## config.mk

```make
export PLATFORM = sky130hd
export DESIGN_NAME = autofocus_sweep_ctrl_flat
export DESIGN_NICKNAME = d
export VERILOG_FILES = /design/src/rtl/focus_pkg.sv /design/src/rtl/autofocus_sweep_ctrl_if.sv /design/src/rtl/lens_step_hs.sv /design/src/rtl/autofocus_sweep_ctrl.sv /design/src/flat_wrapper.sv
export SDC_FILE = /design/constraint.sdc
export NUM_CORES = 1
export LEC_CHECK = 0
export CAP_MARGIN = 20
export CORE_ASPECT_RATIO = 0.6
export CORE_MARGIN = 2
export CORE_UTILIZATION = 25
export DETAILED_ROUTE_END_ITERATION = 6
export HOLD_SLACK_MARGIN = 0.06
export SETUP_SLACK_MARGIN = 0.1
export SLEW_MARGIN = 25
export SYNTH_ARGS = -nofsm -noshare
export SYNTH_HDL_FRONTEND = slang
export SYNTH_SLANG_ARGS = --single-unit
export TNS_END_PERCENT = 10
```

## constraint.sdc

```tcl
create_clock -name clock -period 3.9 [get_ports clock]
set_input_delay 0.78 -clock clock [delete_from_list [all_inputs] [get_ports clock]]
set_output_delay 0.78 -clock clock [all_outputs]
set_load 0.1 [all_outputs]
```

## src/rtl/focus_pkg.sv

```systemverilog
// Shared types and constants for the autofocus sweep controller and its lens stepper.
package focus_pkg;

  typedef enum logic [2:0] {
    IDLE    = 3'd0,
    HOME    = 3'd1,
    SETTLE  = 3'd2,
    ADVANCE = 3'd3,
    RETURN  = 3'd4,
    FINISH  = 3'd5
  } state_t;

  localparam int SIGMA_W = 9;
  localparam int IMEAN_W = 8;

  localparam logic DIR_UP = 1'b1;
  localparam logic DIR_DN = 1'b0;

endpackage

```

## src/rtl/autofocus_sweep_ctrl_if.sv

```systemverilog
// Lens stepper handshake. step_req rises with step_dir valid and holds until the first edge
// with step_ack=1; the step takes effect on that edge and step_req falls. step_ack with step_req=0 is ignored.
interface autofocus_sweep_ctrl_if;
  logic step_req;
  logic step_dir;
  logic step_ack;

  modport master (output step_req, output step_dir, input step_ack);
  modport slave  (input step_req, input step_dir, output step_ack);
endinterface

```

## src/rtl/lens_step_hs.sv

```systemverilog
// One-at-a-time stepper command engine: owns the req/ack handshake and the tracked lens position.
module lens_step_hs
  import focus_pkg::*;
#(
  parameter int POS_W = 8
) (
  input  logic             clock,
  input  logic             reset,
  input  logic             cmd_valid,
  input  logic             cmd_dir,
  input  logic             step_ack,
  output logic             step_req,
  output logic             step_dir,
  output logic [POS_W-1:0] lens_pos,
  output logic             cmd_done
);

  always_ff @(posedge clock) begin
    if (reset) begin
      step_req <= 1'b0;
      step_dir <= 1'b0;
      lens_pos <= '0;
      cmd_done <= 1'b0;
    end else begin
      cmd_done <= 1'b0;
      if (step_req) begin
        if (step_ack) begin
          step_req <= 1'b0;
          cmd_done <= 1'b1;
          // Position saturates at both ends rather than wrapping.
          if (step_dir == DIR_UP) begin
            if (lens_pos != '1) lens_pos <= lens_pos + 1'b1;
          end else begin
            if (lens_pos != '0) lens_pos <= lens_pos - 1'b1;
          end
        end
      end else if (cmd_valid) begin
        step_req <= 1'b1;
        step_dir <= cmd_dir;
      end
    end
  end

endmodule

```

## src/rtl/autofocus_sweep_ctrl.sv

```systemverilog
// Autofocus sweep sequencer: homes the lens, sweeps 0..POS_MAX sampling sharpness once per
// position, then parks on the sharpest position (or back at the start position on a weak run).
module autofocus_sweep_ctrl
  import focus_pkg::*;
#(
  parameter int POS_W         = 8,
  parameter int POS_MAX       = 200,
  parameter int SETTLE_FRAMES = 2,
  parameter int DARK_LVL      = 50,
  parameter int MIN_SIGMA     = 8
) (
  input  logic                clock,
  input  logic                reset,
  input  logic                hz,
  input  logic [SIGMA_W-1:0]  sigma,
  input  logic [IMEAN_W-1:0]  imean,
  input  logic                focus_bad,
  input  logic                auto_en,
  input  logic                start,
  input  logic                abort,
  autofocus_sweep_ctrl_if.master step,
  output logic [POS_W-1:0]    lens_pos,
  output logic [POS_W-1:0]    best_pos,
  output logic [SIGMA_W-1:0]  best_sigma,
  output logic                busy,
  output logic                done,
  output logic                fail,
  output state_t              state_dbg
);

  localparam int CNT_W = 8;

  state_t             state, state_nxt;
  logic [CNT_W-1:0]   cnt;
  logic [POS_W-1:0]   start_pos;
  logic               run_aborted;
  logic               focus_bad_d;
  logic               cmd_valid, cmd_dir, cmd_done;
  logic               hs_req, hs_dir;

  logic               trig, active, stop_req, low_sigma, sample_hit, outstanding;
  logic [POS_W-1:0]   target;
  logic [SIGMA_W-1:0] sample;

  lens_step_hs #(.POS_W(POS_W)) u_hs (
    .clock     (clock),
    .reset     (reset),
    .cmd_valid (cmd_valid),
    .cmd_dir   (cmd_dir),
    .step_ack  (step.step_ack),
    .step_req  (hs_req),
    .step_dir  (hs_dir),
    .lens_pos  (lens_pos),
    .cmd_done  (cmd_done)
  );

  assign step.step_req = hs_req;
  assign step.step_dir = hs_dir;
  assign state_dbg     = state;

  assign trig        = start | (auto_en & focus_bad & ~focus_bad_d);
  assign active      = (state == HOME) || (state == SETTLE) || (state == ADVANCE) || (state == RETURN);
  // An abort is held pending until any outstanding step has completed.
  assign stop_req    = active & (abort | run_aborted);
  assign low_sigma   = best_sigma < SIGMA_W'(MIN_SIGMA);
  assign target      = low_sigma ? start_pos : best_pos;
  assign sample      = (imean < IMEAN_W'(DARK_LVL)) ? '0 : sigma;
  assign sample_hit  = (state == SETTLE) && hz && (cnt == CNT_W'(SETTLE_FRAMES - 1)) && !stop_req;
  assign outstanding = hs_req | cmd_done;

  always_ff @(posedge clock) begin
    if (reset) state <= IDLE;
    else       state <= state_nxt;
  end

  always_comb begin
    state_nxt = state;
    if (stop_req) begin
      if (!hs_req) state_nxt = FINISH;
    end else begin
      case (state)
        IDLE:    if (trig && !abort) state_nxt = HOME;
        HOME:    if (!hs_req && lens_pos == '0) state_nxt = SETTLE;
        SETTLE:  if (sample_hit) state_nxt = ADVANCE;
        ADVANCE: begin
          if (cmd_done) state_nxt = SETTLE;
          else if (!hs_req && lens_pos == POS_W'(POS_MAX)) state_nxt = RETURN;
        end
        RETURN:  if (!hs_req && lens_pos == target) state_nxt = FINISH;
        FINISH:  state_nxt = IDLE;
        default: state_nxt = IDLE;
      endcase
    end
  end

  always_comb begin
    cmd_valid = 1'b0;
    cmd_dir   = DIR_DN;
    busy      = (state != IDLE);
    done      = (state == FINISH) && !(run_aborted || low_sigma);
    fail      = (state == FINISH) &&  (run_aborted || low_sigma);
    case (state)
      HOME: begin
        cmd_valid = (lens_pos != '0);
        cmd_dir   = DIR_DN;
      end
      ADVANCE: begin
        cmd_valid = (lens_pos != POS_W'(POS_MAX));
        cmd_dir   = DIR_UP;
      end
      RETURN: begin
        cmd_valid = (lens_pos != target);
        cmd_dir   = (lens_pos < target) ? DIR_UP : DIR_DN;
      end
      default: ;
    endcase
    // The cmd_done cycle is skipped so each request is preceded by at least one idle cycle.
    if (outstanding || stop_req) cmd_valid = 1'b0;
  end

  always_ff @(posedge clock) begin
    if (reset) begin
      cnt         <= '0;
      start_pos   <= '0;
      best_pos    <= '0;
      best_sigma  <= '0;
      run_aborted <= 1'b0;
      focus_bad_d <= 1'b0;
    end else begin
      focus_bad_d <= focus_bad;
      if (state == IDLE && trig && !abort) begin
        start_pos   <= lens_pos;
        best_pos    <= '0;
        best_sigma  <= '0;
        run_aborted <= 1'b0;
      end
      if (active && abort) run_aborted <= 1'b1;
      if (state != SETTLE) cnt <= '0;
      else if (hz)         cnt <= cnt + 1'b1;
      // Strict compare keeps the earliest position on a tie.
      if (sample_hit && sample > best_sigma) begin
        best_sigma <= sample;
        best_pos   <= lens_pos;
      end
    end
  end

endmodule

```

## src/flat_wrapper.sv

```systemverilog
// flat-port wrapper written by rule: the top's interface ports become plain ports
module autofocus_sweep_ctrl_flat import focus_pkg::*;
#(
  parameter int POS_W         = 8,
  parameter int POS_MAX       = 200,
  parameter int SETTLE_FRAMES = 2,
  parameter int DARK_LVL      = 50,
  parameter int MIN_SIGMA     = 8
)
  (clock, reset, hz, sigma, imean, focus_bad, auto_en, start, abort, lens_pos, best_pos, best_sigma, busy, done, fail, state_dbg, step_step_req, step_step_dir, step_step_ack);
  autofocus_sweep_ctrl_if step_i ();
  input  logic clock;
  input  logic reset;
  input  logic hz;
  input  logic [SIGMA_W-1:0] sigma;
  input  logic [IMEAN_W-1:0] imean;
  input  logic focus_bad;
  input  logic auto_en;
  input  logic start;
  input  logic abort;
  output logic [POS_W-1:0] lens_pos;
  output logic [POS_W-1:0] best_pos;
  output logic [SIGMA_W-1:0] best_sigma;
  output logic busy;
  output logic done;
  output logic fail;
  output state_t state_dbg;
  output wire logic [$bits(step_i.step_req)-1:0] step_step_req;
  output wire logic [$bits(step_i.step_dir)-1:0] step_step_dir;
  input wire logic [$bits(step_i.step_ack)-1:0] step_step_ack;
  assign step_step_req = step_i.step_req;
  assign step_step_dir = step_i.step_dir;
  assign step_i.step_ack = step_step_ack;
  autofocus_sweep_ctrl #(.POS_W(POS_W), .POS_MAX(POS_MAX), .SETTLE_FRAMES(SETTLE_FRAMES), .DARK_LVL(DARK_LVL), .MIN_SIGMA(MIN_SIGMA)) u_core (.clock(clock), .reset(reset), .hz(hz), .sigma(sigma), .imean(imean), .focus_bad(focus_bad), .auto_en(auto_en), .start(start), .abort(abort), .step(step_i), .lens_pos(lens_pos), .best_pos(best_pos), .best_sigma(best_sigma), .busy(busy), .done(done), .fail(fail), .state_dbg(state_dbg));
endmodule
```

Yosys cells after proc, flatten, opt, wreduce, memory -nomap -nowiden
Index checks and enable logic that the tools add are counted.

word-level totals
  input bits = 25
  register bits after elaboration = 49

cells by class
  bitwise gates (word level) = 8
  reductions and logical operators = 34
  equality and inequality tests = 19
  $add $sub $neg = 3
  mux-type cells = 28
  order comparisons = 4

operator list
  operator             count
  $mux 8               6
  $mux 9               3
  $mux 3               8
  $add 8x1->8 const B  2
  $ne 8x8->1 const B   2
  $pmux 3 s5           1
  $logic_and 1x1->1    13
  $gt 9x9->1           1
  $lt 9x4->1 const B   1
  $ne 3x2->1 const B   3
  $eq 8x1->1 const B   1
  $eq 8x8->1           1
  $eq 8x8->1 const B   1
  $logic_not 8->1      1
  $lt 8x6->1 const B   1
  $lt 8x8->1           1
  $mux 1               8
  $ne 8x8->1           1
  $reduce_bool 8->1    1
  $sub 8x1->8 const B  1
  $eq 3x2->1 const B   2
  $eq 3x3->1 const B   2
  $ne 3x1->1 const B   2
  $reduce_and 6->1     1
  17 further kinds     32

Depth between registers and ports, before layout
Gate-level depths: netlist of run 1.

  word-level depth = 10
  mapped depth = 12
  depth with buffers taken out = 10

By module
Synthesis of run 1 repeated with hierarchy kept, for this count alone.

unflattened totals
  cell total of the unflattened synthesis = 379
  area total of the unflattened synthesis = 3118.0 µm²

by module, submodules not included
  module                cells each  area each (µm²)  times used
  autofocus_sweep_ctrl  293         2363.5           1
  lens_step_hs          86          754.5            1

Worst setup path after synthesis of run 1
No wires, ideal clock.

  kind = register to output
  start = reg u_core.best_sigma[5]
  end = out done
  cell stages (with the launch flop) = 5
  path slack = -0.785 ns
  arrival time = 3.905 ns
  cells stage by stage = dfxtp_1 nor4_1 nand3_1 clkbuf_1 nor3b_1

between the ends
  cells in the longest elaborated chain, start to end = 4

RTL lines
  what                      RTL line                     RTL
  start: declaration        autofocus_sweep_ctrl.sv:24   output logic [SIGMA_W-1:0] best_sigma,
  start signal: assignment  autofocus_sweep_ctrl.sv:142  best_sigma <= sample;
  $lt 9x4->1                autofocus_sweep_ctrl.sv:65   assign low_sigma = best_sigma < SIGMA_W'(MIN_SIGMA);
  $logic_or 1x1->1          autofocus_sweep_ctrl.sv:100  done = (state == FINISH) && !(run_aborted || low_sigma);
  $logic_not 1->1           autofocus_sweep_ctrl.sv:100
  $logic_and 1x1->1         autofocus_sweep_ctrl.sv:100
  end: declaration          flat_wrapper.sv:25           output logic done;

No other way between the ends.

Worst setup path in the final report of run 1
  start = in imean[2]
  end = reg u_core.best_sigma[4]

between the ends
  cells in the longest elaborated chain, start to end = 5
  elaborated cells between the ends (all ways) = 6
  classes of those cells = order compare (2); mux (2); reduce/logical (2)

RTL lines
  what                                         RTL line                     RTL
  start: declaration                           flat_wrapper.sv:16           input logic [IMEAN_W-1:0] imean;
  $lt 8x6->1 (*)                               autofocus_sweep_ctrl.sv:67   assign sample = (imean < IMEAN_W'(DARK_LVL)) ? '0 : sigma;
  $mux 9 (*)                                   autofocus_sweep_ctrl.sv:67
  $gt 9x9->1                                   autofocus_sweep_ctrl.sv:141  if (sample_hit && sample > best_sigma) begin
  $logic_and 1x1->1                            autofocus_sweep_ctrl.sv:141
  $mux 9 or $reduce_bool 2->1 (tied branches)  --

Every way passes the cells marked *; elsewhere a longest branch is shown, timed or not.
A chain may end at the register's enable or synchronous reset.

==> reports/metrics.cfg, run 1 <==
[synth]
synth_fp_nets=419
synthXorXnorAreaFrac_pct=3.39
synth.yosys.warnings=0
yosys.area_share.simple_pct=25.0
synth_compound_area_share_pct=17.9
syn_area_sq_mm=0.00310
yosys.cell_types.count=56
yosysSeqAreaShare_pct=31.6
synthFlopType=dfxtp_1
synth_adder_area_share_pct=10.7
async_flop_share_pct=0
synth_top_family_by_area=simple AND/OR/NAND/NOR gates
synth_top_area_share_pct=31.6
syn_avg_cell_area_sq_um=8.43
syn_inst=368
synth_edf_count=0
yosys.area.top_type=dfxtp_1
synth_seq_cells=49
ys_top_cells_by_area=dfxtp_1 (32%), ha_1 (10%), mux2i_1 (5.8%)
muxShareOfSynthArea_pct=6.17

[floorplan]
num_rows=31
start_util_pct=25.6
ioPinCount=58
die_h_um=90.3
die_area_sq_mm=0.0133
coreArea_sq_mm=0.0121
fp.dieW_um=148

[run_status]
outcome=complete, no violations

[placement]
portBuffers=56
globalplace.congestion=0.822
dp.final_hpwl_um=6620

[pwr]
p_per_area_mw_per_mm2=402
p_seq_share_pct=36.1
irDropWorstVdd_uv=465
internal_power_mw=0.965
combPwrFrac_pct=36.6
p_sw_mw=0.643
p_clk_share_pct=27.3
p_leak_nw=1.42
swShare_pct=40.0

[timing]
setup-tns-final_ns=0
fin_crit_ns=3.43
worst_pin_slew_ns=0.988
rsz0062_at_grt=false
finalSetupViolations=0
fmax_ghz=0.291
drv_slew=0
slew_headroom_pct=33.9
hold_viol=0
skew_ns=0.0107
whs_ns=0.481
fin_crit_sh_pct=88.0

[clock_tree]
cts_buffers=5
cts.sinks=49
cts.path.max_buffers=2
cts.hold.buffers_added=0
clk_latency_ns=0.29
cts_tree=done
clkTransAtPathRegs_ns=0.06
htree_num_levels=2
cts_setup_buffers=0
ctsResizeCount=0
root_buffer=clkbuf_16

[hold_path]
hp-start=u_core.best_sigma[3]
hold_path_class=flip-flop to flip-flop

[layout]
mostFrequentLayoutCells=clkdlybuf4s50_1 (53), dfxtp_1 (49), nor2_1 (40), ha_1 (25)
area_delta_synth_final_pct=29.0
final_common_cell=clkdlybuf4s50_1
antenna_cells=0
utilization_pct=33.1
drive_gt1_share_pct=7.55
nets=475
n_fill_cell=1257

[drt]
wirelength_met1_um=4480
totalWireLength_um=8690
wl_met3_um=408
drt-initial-drc-count=195
antenna_left=0
route.met2.wl_um=3730
drc=0
detail_route.wl_per_cell_um=14.7
top_layer=met4
firstDrtPassIters=4
viasPerCell=4.89
vias=2881

[global_route]
grt_pass1_wl_um=14500
grt_max_degree=18
track_usage_pct=13.4
antenna_found_initial=0
grt-ovfl-total=0
grt_pass1_vias=2823

[critical_path]
arrival_ns=3.58
critPathLaunchType=input port
cp_cell_sequence=clkdlybuf4s50_1, o311ai_0, nand2_1, buf_4, and2_1, ha_1, a21o_1, a21o_1, a211o_1, a221o_1, buf_4, nand4b_1, o21ai_0
critical_path.max_stage_delay_ns=0.39
crit_type=input port to flip-flop
rr_startpoint=u_core.best_sigma[5]
required_ns=4.05
cp_slowest_cell=clkdlybuf4s50_1
crit_fanout=8
critPathCaptureType=flip-flop
timing.critical_path.from=imean[2]
timing.reg2reg.setup_slack_ns=0.93

[flow_run]
cap_violations=0

-- cell usage after synthesis, types with 5 or more instances --
master and count:
dfxtp_1 49, nor2_1 40, ha_1 25, nand2_1 24, o21ai_0 24, a21oi_1 23
inv_1 21, mux2i_1 18, nand3_1 17, nor2b_1 12, nand4b_1 9, and2_1 8
xnor2_1 8, buf_2 7, clkbuf_1 7, a21o_1 5, nand4_1 5
-- final timing paths --
path,end,depth (start not counted)
max,u_core.best_sigma[4],13
min,u_core.best_sigma[3],2
min reg2reg,u_core.best_sigma[3],2
max reg2reg,u_core.state_dbg[1],11
-- final cells by class --
class / count / area, sq um / share of cell area, %
multi-input combinational: 281 / 1970 / 49.1
inverter: 21 / 78.8 / 1.97
timing repair buffer: 66 / 628 / 15.7
sequential: 49 / 981 / 24.5
tap: 165 / 206 / 5.16
clock buffer: 7 / 143 / 3.56
-- sequential cells by signal, indices dropped and copies added, names as in the netlist --
register,count
u_core.u_hs.step_dir,1
u_core.u_hs.cmd_done,1
u_core.run_aborted,1
u_core.focus_bad_d,1
u_core.u_hs.lens_pos,8
u_core.cnt,8
u_core.u_hs.step_req,1
u_core.best_sigma,9
u_core.best_pos,8
u_core.start_pos,8
u_core.state_dbg,3
-- cell families (layout without fill, tap and decap cells) --
family | after synthesis | after routing
adder cells (fa/ha/maj) | 26 | 26
AO/OA/AOI/OAI | 81 | 81
XOR/XNOR | 12 | 12
AND/OR/NAND/NOR | 143 | 143
multiplexers | 19 | 19
buffers and inverters | 38 | 94
flip-flops | 49 | 49
-- power groups by stage --
stage	Sequential (mW)	Combinational, mW	Clock [mW]
final	0.581	0.589	0.439
after detailed placement	0.590	0.586	0
after global placement	0.590	0.580	0
after global routing	0.591	0.635	0.469
after CTS	0.579	0.589	0.448
after floorplan	0.657	0.378	0
-- critical path: cells and delay by family --
kind                     cells  cell delay [ns]
adder cells (fa/ha/maj)      1             0.19
AND/OR/NAND/NOR              3             0.40
buffers and inverters        3             0.75
AO/OA/AOI/OAI                6             1.46
-- metrics by stage --
stage	worst slack, ns	instance area, sq um	total power, mW	std cells
finish	0.469	4000	1.61	589
global placement	0.220	3860	1.17	582
global route	0.291	4000	1.70	589
floorplan	0.196	3110	1.03	368
detailed placement	0.157	3860	1.18	582
CTS	0.459	4000	1.62	589
-- metal layers --
layer,vias to the layer above,global-route usage [%]
li1,1428,-
met1,1384,19.2
met2,63,20.6
met3,6,2.78
met4,0,2.86
met5,-,0
Power figures use the tool's default switching activity.
==> inputs of run 2 (changes only) <==
Clock period 3.9 ns to 4.3 ns, I/O delays scaled along.
==> run 2 against run 1 <==
- utilization about the same
- critical path type unchanged
- clock skew fell by 0.0041 ns
- cell area about the same
- hold slack improved by 0.0066 ns
- critical endpoint is now u_core.best_sigma[7]
- combinational power down 8.8%
- worst setup slack got worse by 0.026 ns
- global-route usage shrank 0.56 points
- largest power group unchanged
- non-clock buffer count shrank 5
- die area unchanged
- largest cell class unchanged
- sequential power down 9.1%
- sequential share of layout area barely moved
- wire length decreased by 0.51%
==> reports/metrics.cfg, run 2 (synthesis gave the netlist of run 1 again) <==
[placement]
portBuffers=56
place_inst=577
dp.final_hpwl_um=6450
globalplace.congestion=0.838
pre_cts_ws_ns=0.103

[drt]
wl_met3_um=612
antenna_left=0
wirelength_met1_um=4440
drc=0
top_layer=met4
route.met2.wl_um=3510
firstDrtPassIters=4
detail_route.wl_per_cell_um=14.8
viasPerCell=4.82
vias=2822
drt-initial-drc-count=235
totalWireLength_um=8640

[clock_tree]
cts.hold.buffers_added=0
clk_latency_ns=0.29
root_buffer=clkbuf_16
htree_num_levels=2
cts_buffers=5
cts_setup_buffers=0
cts_tree=done
cts.sinks=49
ctsResizeCount=0
clkTransAtPathRegs_ns=0.07
cts.path.max_buffers=2

[timing]
skew_ns=0.00658
fin_crit_ns=3.86
whs_ns=0.487
slew_headroom_pct=32.9
fmax_ghz=0.259
drv_slew=0
rsz0062_at_grt=false
fin_crit_sh_pct=89.7
finalSetupViolations=0
setup-tns-final_ns=0
hold_viol=0
worst_pin_slew_ns=1.00
fin_ws_ns=0.443

[pwr]
internal_power_mw=0.935
p_seq_share_pct=34.6
combPwrFrac_pct=35.1
p_leak_nw=1.41
irDropWorstVdd_uv=464
swShare_pct=38.8
p_per_area_mw_per_mm2=382
p_sw_mw=0.592
p_clk_share_pct=30.3
power.total_mw=1.53

[hold_path]
holdPathEnd=u_core.best_sigma[6]
hp-start=u_core.best_sigma[6]
hold_path_class=flip-flop to flip-flop
worstHoldPathCells=2

[layout]
final_common_cell=clkdlybuf4s50_1
antenna_cells=0
n_fill_cell=1244
regMostFlops=u_core.best_sigma
drive_gt1_share_pct=6.19
area_delta_synth_final_pct=28.9
mostFrequentLayoutCells=clkdlybuf4s50_1 (55), dfxtp_1 (49), nor2_1 (40), ha_1 (25)
nets=470
largest_reg_flops=9
layout.cells.non_filler=585

[critical_path]
rr_worst_depth=11
rr_startpoint=u_core.best_sigma[5]
crit_fanout=16
timing.critical_path.from=imean[3]
worst_r2r_endpoint=u_core.state_dbg[1]
crit_type=input port to flip-flop
arrival_ns=4.01
timing.reg2reg.setup_slack_ns=0.96
critPathLaunchType=input port
required_ns=4.46
critPathCaptureType=flip-flop

[global_route]
track_usage_pct=12.8
grt-ovfl-total=0
grt_max_degree=35
antenna_found_initial=0
grt_pass1_wl_um=13900
grt_pass1_vias=2737

[floorplan]
die_h_um=90.3
fp.dieW_um=148
ioPinCount=58
num_rows=31
coreArea_sq_mm=0.0121
start_util_pct=25.6
die_area_sq_mm=0.0133

[run_status]
outcome=complete, no violations

[flow_run]
cap_violations=0

run 2: changes by cell type in the layout (fill, tap and decap cells not counted):
| cell | change |
|---|---|
| buf_4 | -7 |
| bufinv_16 | +1 |
| clkdlybuf4s50_1 | +2 |
run 2: layout make-up:
class,instances,area [sq um],area share [%]
Sequential cell,49,981,24.5
Multi-Input combinational cell,281,1970,49.1
Inverter,21,78.8,1.97
Clock inverter,1,30.0,0.751
Timing Repair Buffer,61,596,14.9
Tap cell,165,206,5.16
Clock buffer,7,143,3.57
run 2: worst max-delay path, cell delays in order:
cell and delay (ns):
clkdlybuf4s50_1 0.41, o311ai_0 0.34, nand2_1 0.24, and2_1 0.25, ha_1 0.30, a21o_1 0.18
a21o_1 0.17, a211o_1 0.34, a221o_1 0.62, nand4b_1 0.20, o21ai_0 0.09
run 2: how the worst max path moves through the flow:
stage | end | cells past startpoint
floorplan | done | 4
global placement | u_core.best_sigma[7] | 11
detailed placement | u_core.best_sigma[7] | 11
CTS | u_core.best_sigma[7] | 11
global route | u_core.best_sigma[7] | 11
finish | u_core.best_sigma[7] | 11
run 2: stage by stage:
stage | area (sq um) | utilization (%)
floorplan | 3110 | -
global placement | 3830 | 31.6
detailed placement | 3830 | 31.6
CTS | 4000 | 33.1
global route | 4000 | 33.1
finish | 4000 | 33.1
run 2: routing by layer:
layer / GRT usage, % / vias up
met5: 0 / -
met4: 3.33 / 0
met3: 2.88 / 7
met2: 17.9 / 83
met1: 19.5 / 1311
li1: - / 1421
run 2: power groups by stage:
stage	combinational (mW)	sequential [mW]	clock, mW
finish	0.537	0.528	0.463
CTS	0.535	0.526	0.473
floorplan	0.343	0.596	0
global route	0.570	0.532	0.495
detailed placement	0.532	0.536	0
global placement	0.523	0.535	0
==> inputs of run 3 (changes only) <==
Settings changed: CORE_UTILIZATION 25 to 34, SYNTH_HIERARCHICAL set to 1.
==> run 3 against run 2 <==
- area after synthesis is 0.48% higher
- sequential cell count unchanged
- critical path depth is 2 higher
- worst setup slack improved by 0.31 ns
- wire length decreased by 5.8%
- hold slack worse by 0.034 ns
- critical path type unchanged
- via count grew 1.0%
==> reports/metrics.cfg, run 3 <==
[timing]
hold_viol=0
fin_crit_sh_pct=82.5
worst_pin_slew_ns=0.986
finalSetupViolations=0
setup-tns-final_ns=0
fin_crit_ns=3.55
rsz0062_at_grt=false
fmax_ghz=0.282
fin_ws_ns=0.754
skew_ns=0.00572
drv_slew=0
slew_headroom_pct=34.1

[synth]
synth_edf_count=0
synth_compound_area_share_pct=16.7
syn_inst=379
synth_top_area_share_pct=31.5
yosys.area_share.simple_pct=24.9
synth_top_family_by_area=simple AND/OR/NAND/NOR gates
yosysSeqAreaShare_pct=31.5
synth.top_cells.by_count=dfxtp_1 (49), nand2_1 (43), nor2_1 (40)
ys_top_cells_by_area=dfxtp_1 (31%), ha_1 (10%), mux2i_1 (6.1%)
muxShareOfSynthArea_pct=7.30
yosysMostFrequentCell=dfxtp_1
syn_avg_cell_area_sq_um=8.23
syn_area_sq_mm=0.00312
synth_adder_area_share_pct=10.7
yosys.area.top_type=dfxtp_1
synth_seq_cells=49
yosys.cell_types.count=62
synth.yosys.warnings=6
synth_fp_nets=430
synthFlopType=dfxtp_1
async_flop_share_pct=0
synthXorXnorAreaFrac_pct=3.09

[placement]
globalplace.congestion=0.866
dp.final_hpwl_um=5860
portBuffers=56
pre_cts_ws_ns=0.444
dpl_cell_area_sq_mm=0.00379

[pwr]
irDropWorstVdd_uv=286
p_leak_nw=1.54
p_per_area_mw_per_mm2=362
power.total_mw=1.42

[drt]
firstDrtPassIters=4
viasPerCell=5.19
totalWireLength_um=8140
antenna_left=0
detail_route.wl_per_cell_um=14.8
drc=0
drt-initial-drc-count=186
vias=2851

[clock_tree]
cts_tree=done
ctsResizeCount=0
clk_latency_ns=0.29
root_buffer=clkbuf_16
cts_setup_buffers=0
htree_num_levels=2
cts_buffers=5
cts.path.max_buffers=2
clkTransAtPathRegs_ns=0.06
cts.hold.buffers_added=0
cts.sinks=49

[floorplan]
die_area_sq_mm=0.00998
ioPinCount=58
die_h_um=78.2
coreArea_sq_mm=0.00905
fp.dieW_um=128
start_util_pct=34.4
num_rows=27

[layout]
area_delta_synth_final_pct=25.9
largest_reg_flops=9
final_area_sq_mm=0.00393
mostFrequentLayoutCells=clkdlybuf4s50_1 (54), dfxtp_1 (49), nand2_1 (43), nor2_1 (40)
seq_area_sq_um=981
multi_input_area_sq_mm=0.00197
regMostFlops=u_core/best_sigma
n_fill_cell=933
drive_gt1_share_pct=7.39
antenna_cells=0
utilization_pct=43.4
final_common_cell=clkdlybuf4s50_1
nets=483

[global_route]
grt_pass1_vias=2741
track_usage_pct=16.9
grt_pass1_wl_um=13800
antenna_found_initial=0
grt-ovfl-total=0
grt_max_degree=31

[flow_run]
cap_violations=0

[hold_path]
hold_path_class=flip-flop to flip-flop

[critical_path]
required_ns=4.46
critPathCaptureType=flip-flop
critPathLaunchType=input port
crit_fanout=9
crit_type=input port to flip-flop
arrival_ns=3.70

[run_status]
outcome=complete, no violations

==> run 3: cell count changes after synthesis, moves of 4 or more <==
cell	previous run	this run
nor4_1	1	6
nor2b_1	12	6
nand2_1	24	43
xnor2_1	8	3
xor2_1	4	8
o211ai_1	1	5
o21ai_0	24	7
inv_1	21	25
o31ai_1	0	10
nand4b_1	9	1
==> run 3: power breakdown <==
group	leakage [nW]	internal (mW)	total (mW)	switching (mW)
clock network	0.0706	0.214	0.386	0.172
logic	1.07	0.153	0.499	0.346
registers	0.396	0.473	0.536	0.0621
total	1.54	0.841	1.42	0.579
==> run 3: critical path, cell delays in order <==
cell and delay (ns):
clkdlybuf4s50_1 0.40, o311ai_0 0.34, nand2_1 0.30, nand2_1 0.17
inv_1 0.05, ha_1 0.28, nor2b_1 0.13, o21ai_0 0.16
a211oi_1 0.12, o41ai_2 0.34, buf_4 0.27, mux2i_1 0.21
nor2_1 0.05
==> run 3: cell type report <==
class	count	share of cell area, %
Sequential cell	49	25.0
Tap cell	116	3.70
Clock buffer	6	3.28
Clock inverter	2	0.255
Timing Repair Buffer	61	15.1
Inverter	25	2.39
Multi-Input combinational cell	290	50.3
==> run 3: worst paths after layout <==
path	start	to	slack, ns	cells past startpoint
setup / recovery	imean[3]	u_core/best_pos[7]	0.75	13
hold reg to reg	u_core/start_pos[6]	u_core/start_pos[6]	0.45	2
hold / removal	u_core/start_pos[6]	u_core/start_pos[6]	0.45	2
setup reg to reg	u_core/best_sigma[5]	u_core/u_hs/step_dir	1.31	11
==> run 3: through the flow <==
stage | std cells | hold WS, ns
floorplan | 379 | 0.434
global placement | 541 | 0.440
detailed placement | 541 | 0.446
CTS | 549 | 0.455
global route | 549 | 0.485
finish | 549 | 0.454
==> run 3: cell families (layout without fill, tap and decap cells) <==
| kind of cell | Yosys count | in the layout |
|---|---|---|
| buf+inv | 40 | 94 |
| mux | 22 | 22 |
| simple gates | 155 | 155 |
| compound gates | 76 | 76 |
| fa+ha+maj | 26 | 26 |
| flops | 49 | 49 |
| xor+xnor | 11 | 11 |
==> run 3: layer usage <==
metal  track usage (%)  vias up  part of all wire (%)
met5                 0        -                     0
met4              3.08        0                  0.59
met3              3.75        7                   4.0
met2              24.5       53                    42
met1              25.5     1342                    53
li1                  -     1449                     -
==> RTL edit, RTL diff (config.mk and constraints of run 2) <==
The package constant `IMEAN_W` goes from 8 to 6.
--- a/src/rtl/focus_pkg.sv
+++ b/src/rtl/focus_pkg.sv
@@ -11,7 +11,7 @@
   } state_t;
 
   localparam int SIGMA_W = 9;
-  localparam int IMEAN_W = 8;
+  localparam int IMEAN_W = 6;
 
   localparam logic DIR_UP = 1'b1;
   localparam logic DIR_DN = 1'b0;
Ports: changed (resized imean); port bits go from 58 to 56. The function was not compared with the original's and may differ.
==> RTL edit against run 2 <==
Area after synthesis down 1.2%. Critical path depth stayed put. Sequential cell count unchanged. Utilization shrank 0.39 points. First-iteration DRC count down 38%. Highest routed layer unchanged. Largest power group unchanged. Clock power is 16% lower. Critical endpoint unchanged. Total power shrank 6.1%. Design area shrank 1.8%. Setup slack gained 0.14 ns. Routed wire length is 3.6% lower.
==> RTL edit: results (changes against run 2) <==
<table>
<tr><th>Metric</th><th>Value</th></tr>
<tr><th colspan="2">Worst setup path</th></tr>
<tr><td>Slowest-stage cell, CP</td><td>sky130_fd_sc_hd__o311a_1</td></tr>
<tr><td>Worst r2r dst</td><td>u_core.state_dbg[0]</td></tr>
<tr><th colspan="2">Timing</th></tr>
<tr><td>Smallest hold slack</td><td>0.503 ns (+0.0161 ns)</td></tr>
<tr><td>Post-route fraction of the period consumed by the critical path</td><td>86.4% (-3.3 points)</td></tr>
<tr><th colspan="2">Outcome</th></tr>
<tr><td>Status</td><td>finished, final reports clean</td></tr>
<tr><th colspan="2">GRT</th></tr>
<tr><td>GR met1 Demand/Resource</td><td>18.1% (-1.4 points)</td></tr>
<tr><td>Met3 track demand over resource in global routing</td><td>3.76% (+0.88 points)</td></tr>
<tr><td>Wire length of the first global-routing pass</td><td>13,500 um (-3.4%)</td></tr>
<tr><th colspan="2">Detailed routing</th></tr>
<tr><td>Routed wl met3</td><td>619 um (+1.1%)</td></tr>
<tr><td>Wire length the detailed router placed on met1</td><td>4260 um (-4.1%)</td></tr>
<tr><td>Violation count after the first detailed-routing iteration</td><td>146 (-38%)</td></tr>
<tr><th colspan="2">Power and ir drop</th></tr>
<tr><td>Largest vdd supply drop</td><td>0.000188 V (-60%)</td></tr>
<tr><td>Leakage power</td><td>0.00138 uW (-2.2%)</td></tr>
<tr><td>Power density over the cells</td><td>365 nW/um^2 (-4.4%)</td></tr>
<tr><td>Power spent charging and discharging nets</td><td>582 uW (-1.8%)</td></tr>
<tr><th colspan="2">Yosys</th></tr>
<tr><td>Synth unique cells</td><td>53 (-5.4%)</td></tr>
<tr><td>Synth area leaders</td><td>sky130_fd_sc_hd__dfxtp_1, sky130_fd_sc_hd__ha_1, sky130_fd_sc_hd__mux2i_1</td></tr>
<tr><td>Post-synthesis compound-gate area fraction</td><td>19.8% (+1.8 points)</td></tr>
<tr><td>Adder-cell area share of the yosys netlist</td><td>10.9% (+0.13 points)</td></tr>
<tr><td>Xor/xnor cell area share of the yosys netlist</td><td>3.43% (+0.041 points)</td></tr>
<tr><td>Commonest cells in the netlist</td><td>sky130_fd_sc_hd__dfxtp_1, sky130_fd_sc_hd__nor2_1, sky130_fd_sc_hd__a21oi_1</td></tr>
<tr><th colspan="2">Placement</th></tr>
<tr><td>Placed cell count</td><td>575 (-0.35%)</td></tr>
<tr><th colspan="2">Finish</th></tr>
<tr><td>Fraction of final layout cells with drive strength greater than 1</td><td>5.26% (-0.93 points)</td></tr>
<tr><td>Final net count</td><td>466 (-0.85%)</td></tr>
<tr><td>Fill cells</td><td>1,259 (+1.2%)</td></tr>
<tr><th colspan="2">Hold path</th></tr>
<tr><td>Destination of the worst hold path</td><td>u_core.start_pos[5]</td></tr>
</table>
-- RTL edit: worst max path at each step --
stage                                    start                   end  cells past startpoint
after floorplan           u_core.best_sigma[4]                  done                      4
after global placement                imean[3]  u_core.best_sigma[6]                     11
after detailed placement              imean[3]  u_core.best_sigma[7]                     11
after CTS                             imean[3]  u_core.best_sigma[7]                     11
after global routing                  imean[3]  u_core.best_sigma[7]                     11
final                                 imean[3]  u_core.best_sigma[7]                     11
-- RTL edit: logic make-up (layout without fill, tap and decap cells) --
group	after synthesis	in the layout
simple gates	129	129
fa+ha+maj	26	26
xor+xnor	12	12
flops	49	49
buf+inv	41	92
compound gates	91	91
mux	19	19
-- RTL edit: final cells by class --
type / count / share of cell area [%]
multi-input cells: 277 / 49.0
flip-flops and latches: 49 / 25.0
repair buffers: 62 / 15.2
well taps: 165 / 5.26
clock buffers: 8 / 3.47
inverters: 22 / 2.10
